`config.mk`:
```
export PLATFORM = sky130hd
export DESIGN_NAME = regfile_arbiter
export DESIGN_NICKNAME = d
export VERILOG_FILES = /design/src/rtl/regfile_arbiter.sv
export SDC_FILE = /design/constraint.sdc
export NUM_CORES = 1
export LEC_CHECK = 0
export BUFFER_PORTS_ARGS = -buffer_cell sky130_fd_sc_hd__buf_2
export CAP_MARGIN = 20
export CORE_ASPECT_RATIO = 0.8
export CORE_UTILIZATION = 29
export DETAILED_ROUTE_END_ITERATION = 10
export GPL_ROUTABILITY_DRIVEN = 0
export PLACE_DENSITY = 0.64
export SYNTH_ARGS = -nofsm -noshare
export SYNTH_HDL_FRONTEND = slang
export SYNTH_SLANG_ARGS = --single-unit
```
`constraint.sdc`:
```
create_clock -name clk -period 3.75 [get_ports clk]
set_input_delay 0.1875 -clock clk [delete_from_list [all_inputs] [get_ports clk]]
set_output_delay 0.1875 -clock clk [all_outputs]
set_load 0.005 [all_outputs]
```
`src/rtl/regfile_arbiter.sv`:
```
// regfile_arbiter: two-requester round-robin front end for a single-write/single-read register file
//   clk, rst          : clock, synchronous active-high reset
//   a_* / b_*         : requester ports (req/we/addr/wdata in, gnt/rvalid/rdata out)
//   init_busy         : high while registers are being cleared after reset
//   rf_wr_*           : register file write port
//   rf_rd_addr/data   : register file combinational read port
module regfile_arbiter #(
    parameter int NUM_REGS = 16,
    parameter int SIZE     = 32,
    parameter int AW       = (NUM_REGS > 1) ? $clog2(NUM_REGS) : 1
) (
    input  logic            clk,
    input  logic            rst,
    input  logic            a_req,
    input  logic            a_we,
    input  logic [AW-1:0]   a_addr,
    input  logic [SIZE-1:0] a_wdata,
    output logic            a_gnt,
    output logic            a_rvalid,
    output logic [SIZE-1:0] a_rdata,
    input  logic            b_req,
    input  logic            b_we,
    input  logic [AW-1:0]   b_addr,
    input  logic [SIZE-1:0] b_wdata,
    output logic            b_gnt,
    output logic            b_rvalid,
    output logic [SIZE-1:0] b_rdata,
    output logic            init_busy,
    output logic            rf_wr_en,
    output logic [AW-1:0]   rf_wr_addr,
    output logic [SIZE-1:0] rf_wr_data,
    output logic [AW-1:0]   rf_rd_addr,
    input  logic [SIZE-1:0] rf_rd_data
);
    localparam logic [0:0] INIT = 1'b0;
    localparam logic [0:0] ARB  = 1'b1;
    logic [0:0]    state;
    logic [AW-1:0] cnt;
    logic          prio;
    logic          in_init, in_arb, a_rd, b_rd, a_wr, b_wr;
    // rst masks every port-facing strobe in the same cycle it is high
    always_comb begin
        in_init    = !rst && state == INIT;
        in_arb     = !rst && state == ARB;
        a_gnt      = in_arb && a_req && (!b_req || !prio);
        b_gnt      = in_arb && b_req && (!a_req || prio);
        a_wr       = a_gnt && a_we;
        b_wr       = b_gnt && b_we;
        a_rd       = a_gnt && !a_we;
        b_rd       = b_gnt && !b_we;
        rf_wr_en   = in_init || a_wr || b_wr;
        rf_wr_addr = in_init ? cnt : a_wr ? a_addr : b_wr ? b_addr : '0;
        rf_wr_data = a_wr ? a_wdata : b_wr ? b_wdata : '0;
        rf_rd_addr = a_rd ? a_addr : b_rd ? b_addr : '0;
    end
    assign init_busy = state == INIT;
    // prio=1 means B wins the next tie; it flips only when someone is granted
    always_ff @(posedge clk) begin
        if (rst) begin
            state    <= INIT;
            cnt      <= '0;
            prio     <= 1'b0;
            a_rvalid <= 1'b0;
            b_rvalid <= 1'b0;
            a_rdata  <= '0;
            b_rdata  <= '0;
        end else begin
            a_rvalid <= a_rd;
            b_rvalid <= b_rd;
            if (a_rd) a_rdata <= rf_rd_data;
            if (b_rd) b_rdata <= rf_rd_data;
            if (a_gnt) prio <= 1'b1;
            else if (b_gnt) prio <= 1'b0;
            if (state == INIT) begin
                cnt <= cnt + 1'b1;
                if (cnt == AW'(NUM_REGS - 1)) begin
                    state <= ARB;
                    cnt   <= '0;
                end
            end
        end
    end
endmodule

```
== Word-level counts from Yosys, hierarchy flattened ==
Cells that the tools add are included.
W data, S select, Z words.
Cells by class
  add/subtract/negate cells: 1
  $mul: 0
  divide/modulo/power cells: 0
  order comparisons: 0
  equal/unequal tests: 1
  shift-type cells: 0
  multiplexer cells: 12
  bitwise gates (word level): 1
  reduce and logical (&&, ||, !) cells: 21
Operator list (count)
  $mux W32: 2
  $mux W4: 6
  $logic_and A1 B1 Y1: 10
  $logic_not A1 Y1: 6
  $add A4 B1 Y4 const B: 1
  $eq A4 B4 Y1 const B: 1
  $logic_or A1 B1 Y1: 4
  $mux W1: 4
  $reduce_bool A2 Y1: 1
  $not A1 Y1: 1
Word-level totals
  register bits after elaboration: 72
  latch bits: 0
  RAM bits: 0
  ROM bits: 0
  input port bits: 110
  output and inout port bits: 110
  word-level logic and storage cells: 43
  memories kept: 0

== Depth between registers and ports, before layout ==
Gate-level depths: netlist of the first run.
  word-level depth: 8
  gate-level depth with buffers: 6
  depth with buffers taken out: 4

== Worst setup path after synthesis of the first run ==
No wires, ideal clock.
  path kind: reg2out
  start point: reg prio
  end point: out rf_wr_en
  arrival time: 1.246 ns
  data required time: 3.562 ns
  setup slack: 2.316 ns
  stages on the path, launching flop included: 6
  path buffers: 2
  path through: dfxtp_1 -> nand2b_1 -> buf_6 -> and4_4 -> buf_6 -> or3_1
On the way
  longest elaborated chain between the ends: 6
  elaborated cells between the ends (all ways): 9
  classes of those cells: 9 x reduce/logical
RTL lines
  from (decl): RTL line 39  | logic prio;
  from (signal assigned): RTL line 62  | prio <= 1'b0;
  from (signal assigned): RTL line 72  | if (a_gnt) prio <= 1'b1;
  from (signal assigned): RTL line 73  | else if (b_gnt) prio <= 1'b0;
  $logic_not A1 Y1: RTL line 45  | a_gnt = in_arb && a_req && (!b_req || !prio);
  $logic_or A1 B1 Y1: RTL line 45
  $logic_and A1 B1 Y1: RTL line 45
  $logic_and A1 B1 Y1: RTL line 47  | a_wr = a_gnt && a_we;
  $logic_or A1 B1 Y1: RTL line 51  | rf_wr_en = in_init || a_wr || b_wr;
  $logic_or A1 B1 Y1 *: RTL line 51
  to (decl): RTL line 29  | output logic rf_wr_en,
Mark *: on every way between the ends. The rest lies on a longest branch, timed or not.

== Worst setup path after layout of the first run ==
  start point: reg state
  end point: out rf_rd_addr[0]
On the way
  longest elaborated chain between the ends: 6
  elaborated cells between the ends (all ways): 9
  classes of those cells: 2 x mux; 7 x reduce/logical
RTL lines
  from (decl): RTL line 37  | logic [0:0] state;
  from (signal assigned): RTL line 60  | state <= INIT;
  from (signal assigned): RTL line 77  | state <= ARB;
  $logic_and A1 B1 Y1 *: RTL line 44  | in_arb = !rst && state == ARB;
  $logic_and A1 B1 Y1 (2 in series): RTL line 46  | b_gnt = in_arb && b_req && (!a_req || prio);
  $logic_and A1 B1 Y1: RTL line 50  | b_rd = b_gnt && !b_we;
  $mux W4: RTL line 54  | rf_rd_addr = a_rd ? a_addr : b_rd ? b_addr : '0;
  $mux W4 *: RTL line 54
  to (decl): RTL line 32  | output logic [AW-1:0] rf_rd_addr,
Marks and branches as above.

==> impl_metrics.csv, run 1 <==
group,metric,value,unit
run_status,status,"completed",
critical_path,cpLargestDelayFamily,"simple AND/OR/NAND/NOR gates",
worst_hold_path,hp-class,"in -> reg",
critical_path,worst_r2r_endpoint,"a_rdata[16]",
layout,final_cells,727,
route,route.top_layer_used,"met4",
timing,relSlewSlack,0.318,
layout,most-common-layout-cells,"buf_2 (219), dfxtp_1 (72), nand3_1 (65), o21ai_0 (64)",
floorplan,core_area,0.0105,mm^2
logic_synthesis,yosysSeqAreaShare,0.448,
timing,fin_crit,2.76,ns
critical_path,r2r_slack,1.28,ns
route,drt_iter0_markers,179,
critical_path,reg2reg_depth,5,
logic_synthesis,avgSynthCellArea,8.37,um^2
clock_network,cts_made_buffers,9,
place,placed_cells,711,
clock_network,cts_max_level,3,
logic_synthesis,synth.net_count,495,
critical_path,critPathBufInv,2,
clock_network,clk_latency,0.33,ns
route,antenna_left,0,
logic_synthesis,synth_cells,384,
layout,fillers,1070,
critical_path,critPathSlowestCell,"and2_1",
pwr,ir_drop,0.000175,V
logic_synthesis,synth_top_cell_by_area,"dfxtp_1",
critical_path,critPathCaptureType,"output port",
critical_path,path_depth,5,
route,met3_wirelength,998,um
clock_network,clock_path_buffers,2,
logic_synthesis,synth_edf_count,0,
logic_synthesis,yosysWarningCount,0,
logic_synthesis,synthTopCellsByArea,"dfxtp_1 (45%), nand3_1 (10%), o21ai_0 (10%), a22o_1 (9.8%), a21oi_1 (5.6%)",
route,viasPerCell,5.16,
clock_network,post_cts_buffers,0,
critical_path,cp.required,3.56,ns
layout,final_layout_size_suffix_gt1_frac,0.424,
critical_path,crit_type,"reg -> out",
timing,setup_tns,0,ns
global_route,grt_pass1_vias,3488,
floorplan,dieArea,0.0115,mm^2
layout,syn_to_final_growth,45.6,%
worst_hold_path,min_from,"rf_rd_data[2]",
place,place_hpwl,9000,um
logic_synthesis,synthArstFlopShare,0,
worst_hold_path,min_delay_path_depth,3,
floorplan,fp.dieH,96.2,um
route,route.vias.total,3749,
critical_path,slowest_delay,0.66,ns
timing,rsz0062_at_grt,"no",
critical_path,cp-start-kind,"flip-flop",
clock_network,cts_tree,"yes",
floorplan,io_pins,220,
clock_network,root_buffer,"clkbuf_16",
clock_network,cts_hold_buf,0,
worst_hold_path,min_to,"a_rdata[2]",
layout,final_nets,693,
route,first_pass_iters,5,
route,wirelength,12500,um
route,avgRoutedWirePerCell,17.2,um
critical_path,r2r-start,"state",
critical_path,crit_arrival,2.57,ns
timing,fmax,363,MHz
timing,period_share,0.735,
logic_synthesis,synth.top_cell.area_share,0.448,
logic_synthesis,synth_ff_type,"dfxtp_1",
route,wl_met1,5170,um
clock_network,cts_resized,0,
logic_synthesis,netlist_area,0.00321,mm^2
critical_path,cp_max_fo,33,
global_route,grtUsageTotal,0.204,
timing,fin_worst_skew,0.00963,ns
timing,timing.final.setup_violations,0,
clock_network,cts.sinks,72,
clock_network,clkSlewWorstSetupHoldPaths,0.07,ns
pwr,power_density,390,mW/mm^2
place,placement.io_buffers,219,
floorplan,initial_utilization,0.305,
route,wl_met2,6200,um
layout,num_antenna_cells,0,
logic_synthesis,synth.distinct_cells,31,
floorplan,row_count,33,
floorplan,die_width,120,um
route,drc,0,
timing,worst_slew_pin_slew,1.02,ns
timing,slew_violations,0,
layout,final_util,0.445,
logic_synthesis,yosys_register_bits,72,
critical_path,crit_path_cell_trace,"nor3b_4 > buf_4 > and2_1 > a22o_1 > buf_2",
global_route,grt_max_degree,43,
global_route,antenna_found_initial,0,
layout,final_common_cell,"buf_2",
global_route,grt_overflow,0,
run,maxCapViolCount,0,
timing,holdWs,0.0945,ns
pwr,leakage,2.22,nW
global_route,grt_pass1_wl,18100,um
timing,finalHoldViolCount,0,
sequential cells by signal (all words and copies together), names as in the netlist:
name and flops:
cnt 4, a_rvalid 1, state 1, prio 1, b_rdata 32, a_rdata 32
b_rvalid 1
kinds of logic (layout without fill, tap and decap cells):
group | Yosys count | count (layout) | synth area share
simple gates | 122 | 122 | 0.192
buf+inv | 43 | 246 | 0.0724
fa+ha+maj | 1 | 1 | 0.00389
compound gates | 144 | 144 | 0.277
xor+xnor | 1 | 1 | 0.00273
flops | 72 | 72 | 0.448
mux | 1 | 1 | 0.00311
layer usage:
layer,GRT usage,vias up
met5,0,-
met4,0.0563,0
met3,0.0515,8
met2,0.374,171
met1,0.238,1773
li1,-,1797
final cells by class:
| class | instances | area [um^2] | area share |
|---|---|---|---|
| clock buffers | 9 | 225 | 0.0481 |
| repair buffers | 228 | 1160 | 0.249 |
| inverters | 2 | 7.51 | 0.00160 |
| well taps | 140 | 175 | 0.0374 |
| flip-flops and latches | 72 | 1440 | 0.308 |
| multi-input cells | 269 | 1570 | 0.334 |
| clock inverters | 7 | 103 | 0.0219 |
cells in the mapped netlist (2+ instances only):
cell type,number
dfxtp_1,72
nand3_1,65
o21ai_0,64
a21oi_1,36
a22o_1,36
nand2_1,32
clkbuf_1,21
buf_4,14
and2_1,6
nor2_1,6
a221o_1,4
buf_2,3
nor2b_1,3
a311oi_1,2
and3_1,2
buf_6,2
inv_1,2
how the worst max path moves through the flow:
stage,start,end,slack [ns]
final,state,rf_rd_addr[0],0.99
after global routing,state,rf_rd_addr[0],0.81
after CTS,state,rf_rd_addr[0],0.96
after detailed placement,state,a_rdata[3],1.31
after global placement,state,a_rdata[5],1.43
after floorplan,prio,rf_wr_en,2.32
metrics by stage:
step	worst slack, ns	total power [mW]	area, um^2
floorplan	2.32	0.826	3210
global placement	1.43	0.911	4350
detailed placement	1.31	0.912	4350
CTS	0.961	1.84	4680
global route	0.808	1.89	4680
finish	0.993	1.83	4680
tightest hold or removal path: cells and delay by family:
family	cells	cell delay (ns)
buffers and inverters	1	0.09
AND/OR/NAND/NOR	1	0.05
AO/OA/AOI/OAI	1	0.06
report_power, final:
group / total [mW] / switching (mW) / internal [mW]
logic: 0.124 / 0.0692 / 0.0547
clock network: 0.932 / 0.343 / 0.589
registers: 0.772 / 0.00427 / 0.768
total: 1.83 / 0.416 / 1.41
Note: power is estimated with default switching activity, not from simulation.
==> inputs of run 2 (changes only) <==
- ABC_AREA: not set -> 1
- clock period: 3.75 -> 2.5 ns (I/O delays scaled with it)
==> run 2 against run 1 <==
Effect of this change:
- power increased by 46%
- utilization is 2.4 points lower
- first-iteration DRC count grew 18%
- sequential cell count unchanged
- area after synthesis rose by 13%
- clock power is 38% higher
- critical path type unchanged
- largest power group unchanged
- highest routed layer unchanged
==> impl_metrics.csv, run 2 <==
group,metric,value,unit
run_status,status,"completed",
worst_hold_path,hp-class,"in -> reg",
route,drt_iter0_markers,212,
critical_path,critPathCaptureType,"output port",
clock_network,cts_hold_buf,0,
global_route,grtUsageTotal,0.184,
critical_path,crit_path_cell_trace,"nand3_2 > nor2_4 > buf_12 > nand3_1 > nand2_1 > buf_2",
clock_network,clkSlewWorstSetupHoldPaths,0.05,ns
layout,final_nets,880,
clock_network,clk_latency,0.33,ns
pwr,leakage,2.84,nW
logic_synthesis,synth_top_cell_by_area,"dfxtp_1",
critical_path,slowest_delay,0.46,ns
timing,finalHoldViolCount,0,
critical_path,crit_arrival,1.86,ns
route,wirelength,11800,um
place,placed_cells,929,
route,avgRoutedWirePerCell,12.5,um
timing,relSlewSlack,0.540,
clock_network,clock_path_buffers,2,
logic_synthesis,synthTopCellsByArea,"dfxtp_1 (40%), nand2_1 (16%), nand3_1 (15%), a21oi_1 (9.4%), nor2_1 (7.2%)",
layout,syn_to_final_growth,41.4,%
layout,final_util,0.421,
layout,num_antenna_cells,0,
logic_synthesis,yosysMostFrequentCell,"nand2_1",
floorplan,fp.dieH,102,um
layout,reg_top3,"a_rdata (32), b_rdata (32), cnt (4)",
place,place_hpwl,8380,um
logic_synthesis,synth.distinct_cells,19,
critical_path,cp_max_fo,38,
clock_network,post_cts_buffers,0,
timing,setup_tns,0,ns
timing,timing.final.setup_violations,0,
clock_network,cts.sinks,72,
pwr,power_density,519,mW/mm^2
layout,most-common-layout-cells,"buf_2 (219), nand2_1 (157), nand3_1 (111), dfxtp_1 (72), nor2_1 (70)",
pwr,ir_drop,0.000356,V
layout,final_layout_size_suffix_gt1_frac,0.328,
timing,rsz0062_at_grt,"no",
timing,slew_violations,0,
logic_synthesis,avgSynthCellArea,6.33,um^2
logic_synthesis,synth_ff_type,"dfxtp_1",
route,first_pass_iters,4,
critical_path,critPathSlowestCell,"dfxtp_1",
timing,fin_crit,1.99,ns
global_route,grt_pass1_vias,3742,
floorplan,row_count,36,
logic_synthesis,synth_cells,574,
route,antenna_left,0,
place,placed_area,0.00484,mm^2
place,placement.io_buffers,219,
critical_path,cp.required,2.38,ns
global_route,grt_overflow,0,
timing,fmax,504,MHz
run,maxCapViolCount,0,
logic_synthesis,synth_edf_count,0,
floorplan,dieArea,0.0130,mm^2
logic_synthesis,yosys_register_bits,72,
logic_synthesis,synth.net_count,685,
layout,stdcell_area,0.00514,mm^2
logic_synthesis,synthArstFlopShare,0,
logic_synthesis,synth_common_cells,"nand2_1 (157), nand3_1 (111), dfxtp_1 (72)",
critical_path,cp-start-kind,"flip-flop",
timing,worst_slew_pin_slew,0.690,ns
clock_network,cts_resized,0,
logic_synthesis,netlist_area,0.00363,mm^2
floorplan,initial_utilization,0.298,
layout,final_common_cell,"buf_2",
route,drc,0,
clock_network,root_buffer,"clkbuf_16",
logic_synthesis,yosysSeqAreaShare,0.397,
clock_network,cts_tree,"yes",
floorplan,io_pins,220,
global_route,grt_max_degree,65,
critical_path,crit_type,"reg -> out",
clock_network,cts_made_buffers,9,
clock_network,cts_max_level,3,
floorplan,core_area,0.0122,mm^2
layout,final_cells,945,
global_route,antenna_found_initial,1,
timing,fin_worst_skew,0.00510,ns
route,route.vias.total,4243,
logic_synthesis,yosysWarningCount,0,
pwr,p_total,2.67,mW
global_route,grt_pass1_wl,19100,um
timing,period_share,0.794,
route,viasPerCell,4.49,
logic_synthesis,synth.top_cell.area_share,0.397,
floorplan,die_width,127,um
run 2: routing by layer:
metal | vias to the layer above | part of all wire | global-route usage
met4 | 0 | 0.014 | 0.0540
met1 | 1858 | 0.50 | 0.257
met2 | 137 | 0.42 | 0.272
met5 | - | 0 | 0
li1 | 2229 | - | -
met3 | 19 | 0.067 | 0.0576
run 2: logic make-up (layout without fill, tap and decap cells):
group / Yosys count / after routing / share of synthesized area
adder cells (fa/ha/maj): 1 / 1 / 0.00344
flip-flops: 72 / 72 / 0.397
buffers and inverters: 87 / 287 / 0.105
AND/OR/NAND/NOR: 344 / 344 / 0.398
AO/OA/AOI/OAI: 70 / 70 / 0.0971
run 2: where the power goes:
group	switching [mW]	leakage (nW)	internal, mW	total [mW]
registers	0.00450	0.580	1.15	1.16
clock network	0.490	0.145	0.798	1.29
logic	0.130	2.12	0.0916	0.222
run 2: path summary, 6_finish.rpt:
path	start	endpoint	slack, ns	cells after the start
hold reg to reg	b_rdata[25]	b_rdata[25]	0.47	2
hold / removal	rst	state	0.03	2
setup / recovery	state	rf_wr_data[3]	0.51	6
setup reg to reg	state	b_rdata[24]	0.79	6
run 2: area by class of cell:
| class | count | area (um^2) |
|---|---|---|
| Sequential cell | 72 | 1440 |
| Fill cell | 1398 | 7070 |
| Inverter | 40 | 150 |
| Clock buffer | 11 | 243 |
| Timing Repair Buffer | 231 | 1210 |
| Tap cell | 171 | 214 |
| Clock inverter | 5 | 56.3 |
| Multi-Input combinational cell | 415 | 1820 |
run 2: stage by stage:
step | hold slack [ns] | worst slack [ns]
finish | 0.0307 | 0.515
global route | 0.0487 | 0.294
CTS | 0.0208 | 0.501
detailed placement | 0.371 | 0.801
global placement | 0.367 | 0.869
floorplan | 0.194 | 1.23
run 2: critical path: cells and delay by family (launching register included):
kind	cells	cell delay, ns
simple gates	4	0.70
flops	1	0.46
buf+inv	2	0.37
